**config.mk**
```make
export PLATFORM = sky130hd
export DESIGN_NAME = prio_event_encoder
export DESIGN_NICKNAME = d
export VERILOG_FILES = /design/src/rtl/prio_event_pkg.sv /design/src/rtl/prio_event_encoder_pick.sv /design/src/rtl/prio_event_encoder.sv
export SDC_FILE = /design/constraint.sdc
export NUM_CORES = 1
export LEC_CHECK = 0
export CAP_MARGIN = 25
export CORE_UTILIZATION = 35
export CTS_BUF_LIST = sky130_fd_sc_hd__clkbuf_8
export CTS_CLUSTER_DIAMETER = 60
export DETAILED_ROUTE_END_ITERATION = 12
export GPL_ROUTABILITY_DRIVEN = 0
export GPL_TIMING_DRIVEN = 0
export PLACE_DENSITY = 0.77
export SYNTH_ARGS = -nofsm -noshare
export SYNTH_HDL_FRONTEND = slang
export SYNTH_SLANG_ARGS = --single-unit
```
**constraint.sdc**
```tcl
create_clock -name clk -period 4.6 [get_ports clk]
set_clock_uncertainty 0.1 [all_clocks]
set_input_delay 1.38 -clock clk [delete_from_list [all_inputs] [get_ports clk]]
set_output_delay 1.38 -clock clk [all_outputs]
set_load 0.01 [all_outputs]
```
**src/rtl/prio_event_pkg.sv**
```systemverilog
// Shared types and helpers for the registered priority event encoder.
package prio_event_pkg;

  typedef enum logic {
    PRIO_FIXED,
    PRIO_RR
  } prio_mode_e;

  typedef enum logic {
    ST_IDLE,
    ST_PRESENT
  } state_e;

  // A one-bit code is still needed when only two requests exist.
  function automatic int clog2_min1(input int n);
    if (n <= 2) return 1;
    return $clog2(n);
  endfunction

endpackage

```
**src/rtl/prio_event_encoder_pick.sv**
```systemverilog
// Rotated highest-set-bit search; search starts at start-1 and wraps.
import prio_event_pkg::*;

module prio_pick #(
  parameter int N = 8,
  parameter int W = clog2_min1(N)
) (
  input  logic [N-1:0] cand,
  input  logic [W-1:0] start,
  input  logic         rr_en,
  output logic [W-1:0] idx,
  output logic         any
);

  int         w_base;
  logic [W-1:0] w_pos;

  // Fixed mode is the rotation with start 0: N-1 first, 0 last.
  always_comb begin
    w_base = rr_en ? int'(start) : 0;
    w_pos  = '0;
    idx    = '0;
    any    = 1'b0;
    for (int k = N - 1; k >= 0; k--) begin
      w_pos = W'((w_base + 2 * N - 1 - k) % N);
      if (cand[w_pos]) begin
        idx = w_pos;
        any = 1'b1;
      end
    end
  end

endmodule

```
**src/rtl/prio_event_encoder.sv**
```systemverilog
// Sticky pending register, valid/ready code output and round-robin pointer.
import prio_event_pkg::*;

module prio_event_encoder #(
  parameter int N       = 8,
  parameter int W       = clog2_min1(N),
  parameter int RR_MODE = 0
) (
  input  logic         clk,
  input  logic         rst,
  input  logic [N-1:0] req,
  input  logic [N-1:0] mask,
  output logic [W-1:0] code_o,
  output logic         valid_o,
  input  logic         ready_i,
  output logic [N-1:0] pending_o
);

  localparam prio_mode_e MODE = (RR_MODE != 0) ? PRIO_RR : PRIO_FIXED;

  state_e       r_state;
  state_e       w_state_next;
  logic [N-1:0] r_pending;
  logic [W-1:0] r_code;
  logic [W-1:0] w_code_next;
  logic [W-1:0] r_ptr;
  logic [W-1:0] w_ptr_next;

  logic         w_accept;
  logic [N-1:0] w_clr;
  logic [N-1:0] w_pend_next;
  logic [N-1:0] w_cand;
  logic [W-1:0] w_pick_idx;
  logic         w_pick_any;

  assign w_accept    = (r_state == ST_PRESENT) && ready_i;
  assign w_clr       = w_accept ? (N'(1) << r_code) : '0;
  assign w_pend_next = (r_pending & ~w_clr) | req;
  assign w_cand      = w_pend_next & mask;
  assign w_ptr_next  = w_accept ? r_code : r_ptr;

  // Same-edge pick must already see the pointer of this accept.
  prio_pick #(
    .N(N),
    .W(W)
  ) u_pick (
    .cand (w_cand),
    .start(w_ptr_next),
    .rr_en(MODE == PRIO_RR),
    .idx  (w_pick_idx),
    .any  (w_pick_any)
  );

  always_comb begin
    w_state_next = r_state;
    w_code_next  = r_code;
    unique case (r_state)
      ST_IDLE: begin
        if (w_pick_any) begin
          w_state_next = ST_PRESENT;
          w_code_next  = w_pick_idx;
        end
      end
      ST_PRESENT: begin
        if (w_accept) begin
          if (w_pick_any) begin
            w_code_next = w_pick_idx;
          end else begin
            w_state_next = ST_IDLE;
          end
        end
      end
      default: w_state_next = ST_IDLE;
    endcase
  end

  always_ff @(posedge clk or posedge rst) begin
    if (rst) begin
      r_state   <= ST_IDLE;
      r_pending <= '0;
      r_code    <= '0;
      r_ptr     <= '0;
    end else begin
      r_state   <= w_state_next;
      r_pending <= w_pend_next;
      r_code    <= w_code_next;
      r_ptr     <= w_ptr_next;
    end
  end

  assign code_o    = r_code;
  assign valid_o   = (r_state == ST_PRESENT);
  assign pending_o = r_pending;

endmodule

```
==> summary.md, run 1 <==
| Metric | Value |
|---|---|
| Status | `finished, final reports clean` |
| CTS Sinks | `12` |
| Core area | `slightly below 0.002 mm2` |
| DIE HEIGHT | `between 40 and 50 um` |
| Final Critical Period | `between 3 and 4 ns` |
| Fin. max-slew vios | `0` |
| Syn_nets | `97` |
| Most common cell after layout, fill and taps aside | `clkdlybuf4s50_1` |
| First-pass GRT wire length | `roughly 2.8 mm` |
| Setup tns final | `0 ns` |
| ANT cells | `0` |
| Slew headroom | `68.1%` |
| Post-DP HPWL | `1.32 mm` |
| Full die area | `0.00231 mm2` |
| Ratio of cells with drive above 1 in the final layout | `about a tenth` |
| Total GRT Usage | `18.0%` |
| Yosys cell types | `26` |
| Vias per cell | `just over 5` |
| CP Class | `in2reg` |
| CTS tree | `yes` |
| Total wire length | `roughly 1.7 mm` |
| Initial antenna violation count | `0` |
| Post-Layout Cell Count | `139` |
| Detail Route Antenna Nets | `0` |
| CTS root buffer | `clkbuf_8` |
| Hold WC Path Type | `reg2reg` |
| Min-delay src | `pending_o[4]$_DFF_PP0_` |
| DR pass1 iterations | `4` |
| Worst Setup Start Kind | `primary input` |
| WP data required | `4.63 ns` |
| Crit path from | `ready_i` |
| Mapped Area | `~740 um2` |
| Yosys warns | `0` |
| Max-cap violation count | `0` |
| Final period util | `a little over two thirds` |
| DR vias | `between 700 and 800` |
| Post-CTS setup buffers | `0` |
| Multi-input logic area | `around 390 um2` |
| Power Dens Cells | `between 200 and 300 mW/mm2` |
| Sequential element share of the synthesized area | `between 40% and 50%` |
| Avg WL per Cell | `12.5 um` |
| Vias in the first global route | `approximately 640` |
| CP Capture Type | `flop` |
| I/O pin count | `31` |
| Mean post-synth cell area | `around 9.5 um2` |
| Worst-path fanout max | `8` |
| Nets | `roughly 130` |
| Max Clock Freq | `just over 300 MHz` |
| Final setup vio count | `0` |
| Die Wd | `48.1 um` |
| IO buf count | `30` |
| RSZ-0062 raised after global routing | `no` |
| Grt total ovfl | `0` |
| Final hold vios | `0` |
| Flops & latches, synth | `12` |
| DRC | `0` |
| CTS Hold Bufs | `0` |
| Worst vdd ir | `0.000170 V` |
| RR Startpoint | `code_o[1]$_DFFE_PP0P_` |
| Total area of sequential cells | `about 300 um2` |
| Initial drt markers | `5` |
| Rows | `16` |
| Fillcell total | `between 150 and 200` |
| Htree depth | `1` |
| Clock Tree Buf Depth | `2` |
| Slew @ Worst Pin | `around 0.48 ns` |
| Dpl cells | `~140` |
| Clock slew at reported path FFs | `roughly 0.060 ns` |
| Syn Inst Count | `just under 80` |
| Post_cts resized | `0` |
| Num CTS Buffers | `3` |
| Largest net degree at the start of global routing | `13` |
| Area Overhead vs Synth | `52.4%` |
| Initial Util | `~38%` |
| CP Data Arrival Time | `roughly 3.2 ns` |
| Lkg Pwr | `approximately 0.43 nW` |
| Most frequent cells in the layout | `30 x clkdlybuf4s50_1, 12 x dfrtp_1, 9 x a21o_1, 8 x o21ai_0` |
| Worst-skew pair later-pin latency | `around 0.24 ns` |
## per-stage QoR
stage | utilization [%] | worst slack, ns | power (W) | cell area, um2 | hold slack, ns
6_report | 57.1 | 1.39 | 0.000338 | 1130 | 0.397
5_1_grt | 57.1 | 1.30 | 0.000357 | 1130 | 0.420
4_1_cts | 57.1 | 1.40 | 0.000340 | 1130 | 0.400
3_5_place_dp | 54.4 | 1.14 | 0.000222 | 1080 | 0.386
3_3_place_gp | 54.4 | 1.18 | 0.000220 | 1080 | 0.378
2_1_floorplan | - | 1.77 | 0.000177 | 743 | 0.419
## per-layer routing
metal | routed length [um] | global-route usage [%] | part of all wire, % | up-vias
li1 | - | - | - | 350
met1 | 785 | 23.5 | 45 | 340
met2 | 835 | 28.6 | 48 | 26
met3 | 101 | 3.40 | 5.8 | 2
met4 | 21 | 8.33 | 1.2 | 0
met5 | 0 | 0 | 0 | -
## sequential cells by signal, summed over array words and instances, names as in the netlist
register   count
pending_o      8
code_o         3
valid_o        1
## worst paths after layout
path                                           to  slack (ns)  depth (start not counted)
setup / recovery            code_o[0]$_DFFE_PP0P_        1.39                          7
hold / removal             pending_o[4]$_DFF_PP0_        0.40                          1
setup reg to reg            code_o[0]$_DFFE_PP0P_        2.57                          6
hold reg to reg            pending_o[4]$_DFF_PP0_        0.40                          1
max in group asynchronous  pending_o[6]$_DFF_PP0_        2.72                          2
min in group asynchronous  pending_o[2]$_DFF_PP0_        1.35                          2
## synthesized netlist by cell type
cell type   n  share of area, %
dfrtp_1    12                40
a21o_1      9               9.1
o21ai_0     8               5.4
inv_1       6               3.0
nand2_1     6               3.0
a21oi_1     5               3.4
nor2_1      3               1.5
nor2b_1     3               2.5
a31oi_1     2               1.7
buf_6       2               3.0
mux2_1      2               3.0
nand3_1     2               1.3
nand3b_1    2               2.0
nor3_1      2               1.3
nor3b_1     2               2.0
o31ai_1     2               2.0
a31oi_2     1               1.7
a41oi_1     1               1.2
a41oi_4     1               3.7
and3_1      1              0.84
and3b_1     1               1.2
buf_2       1              0.67
buf_4       1               1.0
nand4b_1    1               1.2
nor4_4      1               2.9
o22ai_1     1              0.84
## report_power, final
part / internal (W) / switching, W / leakage (nW)
registers: 0.000114 / 0.00000775 / 0.114
clock network: 0.0000758 / 0.0000421 / 0.0288
logic: 0.0000526 / 0.0000457 / 0.290
total: 0.000243 / 0.0000956 / 0.432
## layout make-up
class,instances,share of cell area [%]
clock buffer,4,4.86
buffer,4,3.09
multi-input combinational,56,34.0
sequential,12,26.5
timing repair buffer,30,26.5
tap,27,2.98
inverter,6,1.99
## worst max-delay path, stage by stage
cell and delay, ns:
clkdlybuf4s50_1 0.50, and3b_1 0.18, buf_6 0.14, a41oi_4 0.16, nor4_4 0.36, a31oi_2 0.17, mux2_1 0.34
## cells by family after synthesis
group / Yosys count / share of synthesized area (%)
multiplexers: 2 / 3.03
flip-flops: 12 / 40.4
buffers and inverters: 10 / 7.74
AND/OR/NAND/NOR: 24 / 19.9
AO/OA/AOI/OAI: 30 / 29.0
Note: power is estimated with default switching activity, not from simulation.
==> inputs of run 2 (changes only) <==
--- a/config.mk
+++ b/config.mk
@@ -12,7 +12,7 @@
 export DETAILED_ROUTE_END_ITERATION = 12
 export GPL_ROUTABILITY_DRIVEN = 0
 export GPL_TIMING_DRIVEN = 0
-export PLACE_DENSITY = 0.77
+export PLACE_DENSITY = 0.79
 export SYNTH_ARGS = -nofsm -noshare
 export SYNTH_HDL_FRONTEND = slang
 export SYNTH_SLANG_ARGS = --single-unit
==> constraint.sdc (replaced) <==
create_clock -name clk -period 2.7 [get_ports clk]
set_clock_uncertainty 0.1 [all_clocks]
set_input_delay 0.81 -clock clk [delete_from_list [all_inputs] [get_ports clk]]
set_output_delay 0.81 -clock clk [all_outputs]
set_load 0.01 [all_outputs]
==> summary.md, run 2 (synthesis results as in run 1) <==
| Metric | Value |
|---|---|
| ANT cells | `0 (unchanged)` |
| Fin. max-slew vios | `0 (unchanged)` |
| Final period util | `a little over nine tenths` |
| Nets | `132 (unchanged)` |
| Num CTS Buffers | `3 (unchanged)` |
| Largest net degree at the start of global routing | `13 (unchanged)` |
| CTS Hold Bufs | `0 (unchanged)` |
| Hold WC Path Type | `reg2reg` |
| DRC | `0 (unchanged)` |
| IO buf count | `30 (unchanged)` |
| Slew @ Worst Pin | `0.481 ns (+0.00287 ns)` |
| Most common cell after layout, fill and taps aside | `clkdlybuf4s50_1` |
| Worst-skew pair later-pin latency | `0.25 ns (about the same)` |
| WP data required | `2.72 ns (-1.91 ns)` |
| CTS root buffer | `clkbuf_8` |
| Core area | `0.00198 mm2 (unchanged)` |
| Clock share of power | `34.1% (-0.8 points)` |
| CP Data Arrival Time | `2.58 ns (-0.66 ns)` |
| Dpl cells | `135 (unchanged)` |
| DR vias | `716 (-0.28%)` |
| Die Wd | `48.1 um (unchanged)` |
| Lkg Pwr | `0.444 nW (+2.8%)` |
| DIE HEIGHT | `48.1 um (unchanged)` |
| CP Capture Type | `flop` |
| Area Overhead vs Synth | `57.2%` |
| Worst-path cell chain | `clkdlybuf4s50_1 -> o21ai_0 -> a41oi_4 -> nor4_4 -> a31oi_2 -> mux2_1` |
| Worst Setup Start Kind | `primary input` |
| Initial antenna violation count | `0 (unchanged)` |
| Final hold vios | `0 (unchanged)` |
| Switching pwr | `0.000170 W (+78%)` |
| Max Clock Freq | `~390 MHz` |
| Detail Route Antenna Nets | `0 (unchanged)` |
| Worst-path fanout max | `3 (-5)` |
| Ratio of cells with drive above 1 in the final layout | `12.5% (+2.7 points)` |
| Gate power share | `30.5% (+1.4 points)` |
| Fillcell total | `165 (-6.8%)` |
| Slowest stage delay, CP | `0.44 ns (-0.06 ns)` |
| Total GRT Usage | `18.1% (+0.092 points)` |
| I/O pin count | `31 (unchanged)` |
| Vias per cell | `5.15 (-0.28%)` |
| Total wire length | `1.86 mm (+6.4%)` |
| Final setup vio count | `0 (unchanged)` |
| Cell area after layout | `0.00117 mm2 (+3.2%)` |
| Worst vdd ir | `0.000312 V (+84%)` |
| Post-DP HPWL | `1.35 mm (+2.4%)` |
| Htree depth | `1 (unchanged)` |
| Vias in the first global route | `671 (+5.3%)` |
| Rows | `16 (unchanged)` |
| Grt total ovfl | `0 (unchanged)` |
| Max reg flops | `8 (unchanged)` |
| Initial drt markers | `7 (+2)` |
| CP Class | `in2reg` |
| CP delay by family, top | `compound AO/OA/AOI/OAI gates` |
| Full die area | `0.00231 mm2 (unchanged)` |
| Initial Util | `37.5% (unchanged)` |
| Final Critical Period | `approximately 2.6 ns` |
| Max-cap violation count | `0 (unchanged)` |
| First-pass GRT wire length | `2.79 mm (+1.2%)` |
| Buf/Inv on CP | `1 (-1)` |
| CP max stage cell | `clkdlybuf4s50_1` |
| CTS tree | `yes` |
| Multi-input logic area | `413 um2 (+7.1%)` |
| Clock Tree Buf Depth | `2 (unchanged)` |
| Total area of sequential cells | `300 um2 (unchanged)` |
| Power Dens Cells | `504 mW/mm2 (+69%)` |
| Clock slew at reported path FFs | `0.05 ns (about the same)` |
| DR pass1 iterations | `4 (unchanged)` |
| Status | `finished, final reports clean` |
| DP Area | `0.00108 mm2 (unchanged)` |
| Switching Share | `28.8% (+0.58 points)` |
| CTS Sinks | `12 (unchanged)` |
| Post-Layout Cell Count | `139 (unchanged)` |
| RSZ-0062 raised after global routing | `no` |
| Internal power | `0.000419 W (+73%)` |
| Most frequent cells in the layout | `29 x clkdlybuf4s50_1, 12 x dfrtp_1, 9 x a21o_1, 8 x o21ai_0` |
| Avg WL per Cell | `13.3 um (+6.4%)` |
| Part of the power in registers | `35.4% (-0.7 points)` |
| Slew headroom | `67.9% (-0.19 points)` |
-- run 2: final timing paths --
check,depth (start not counted),from,end,slack [ns]
setup / recovery,6,req[7],code_o[0]$_DFFE_PP0P_,0.14
hold / removal,2,pending_o[3]$_DFF_PP0_,pending_o[3]$_DFF_PP0_,0.40
setup reg to reg,6,code_o[1]$_DFFE_PP0P_,code_o[0]$_DFFE_PP0P_,0.71
hold reg to reg,2,pending_o[3]$_DFF_PP0_,pending_o[3]$_DFF_PP0_,0.40
max in group asynchronous,2,rst,code_o[1]$_DFFE_PP0P_,1.40
min in group asynchronous,2,rst,pending_o[7]$_DFF_PP0_,0.78
-- run 2: area by class of cell --
class	instances	area share, %
sequential	12	25.7
tap	27	2.89
buffer	4	3.53
clock buffer	4	4.71
multi-input combinational	56	35.3
timing repair buffer	30	25.9
inverter	6	1.93
-- run 2: metal layers --
layer  share of wire, %  up-vias  GRT usage (%)
met1                 42      334           22.2
met2                 52       26           31.4
met4                1.7        0           8.33
li1                   -      351              -
met3                4.3        5           2.26
met5                  0        -              0
-- run 2: power by group through the flow --
stage / logic, W / clock network (W) / registers [W]
finish: 0.000180 / 0.000201 / 0.000209
global route: 0.000196 / 0.000207 / 0.000210
CTS: 0.000168 / 0.000200 / 0.000208
detailed placement: 0.000167 / 0 / 0.000211
global placement: 0.000164 / 0 / 0.000210
floorplan: 0.0000855 / 0 / 0.000216
-- run 2: tightest hold or removal path: cells and delay by family (launching register included) --
| family | cells | cell delay (ns) |
|---|---|---|
| flip-flops | 1 | 0.35 |
| AND/OR/NAND/NOR | 2 | 0.11 |
-- run 2: timing repair --
item                       CTS  global route
setup buffers                0             0
setup endpoints to repair    0             2
gates resized for setup      0             8
-- run 2: metrics by stage --
stage               hold slack, ns  setup slack [ns]  setup TNS, ns  util (%)  total power (W)
floorplan                    0.419             0.438              0         -         0.000301
global placement             0.378            -0.160         -0.319      54.4         0.000374
detailed placement           0.387            -0.226         -0.440      54.4         0.000378
CTS                          0.401            0.0228              0      57.1         0.000576
global route                 0.421            0.0704              0      59.0         0.000613
finish                       0.398             0.143              0      59.0         0.000589
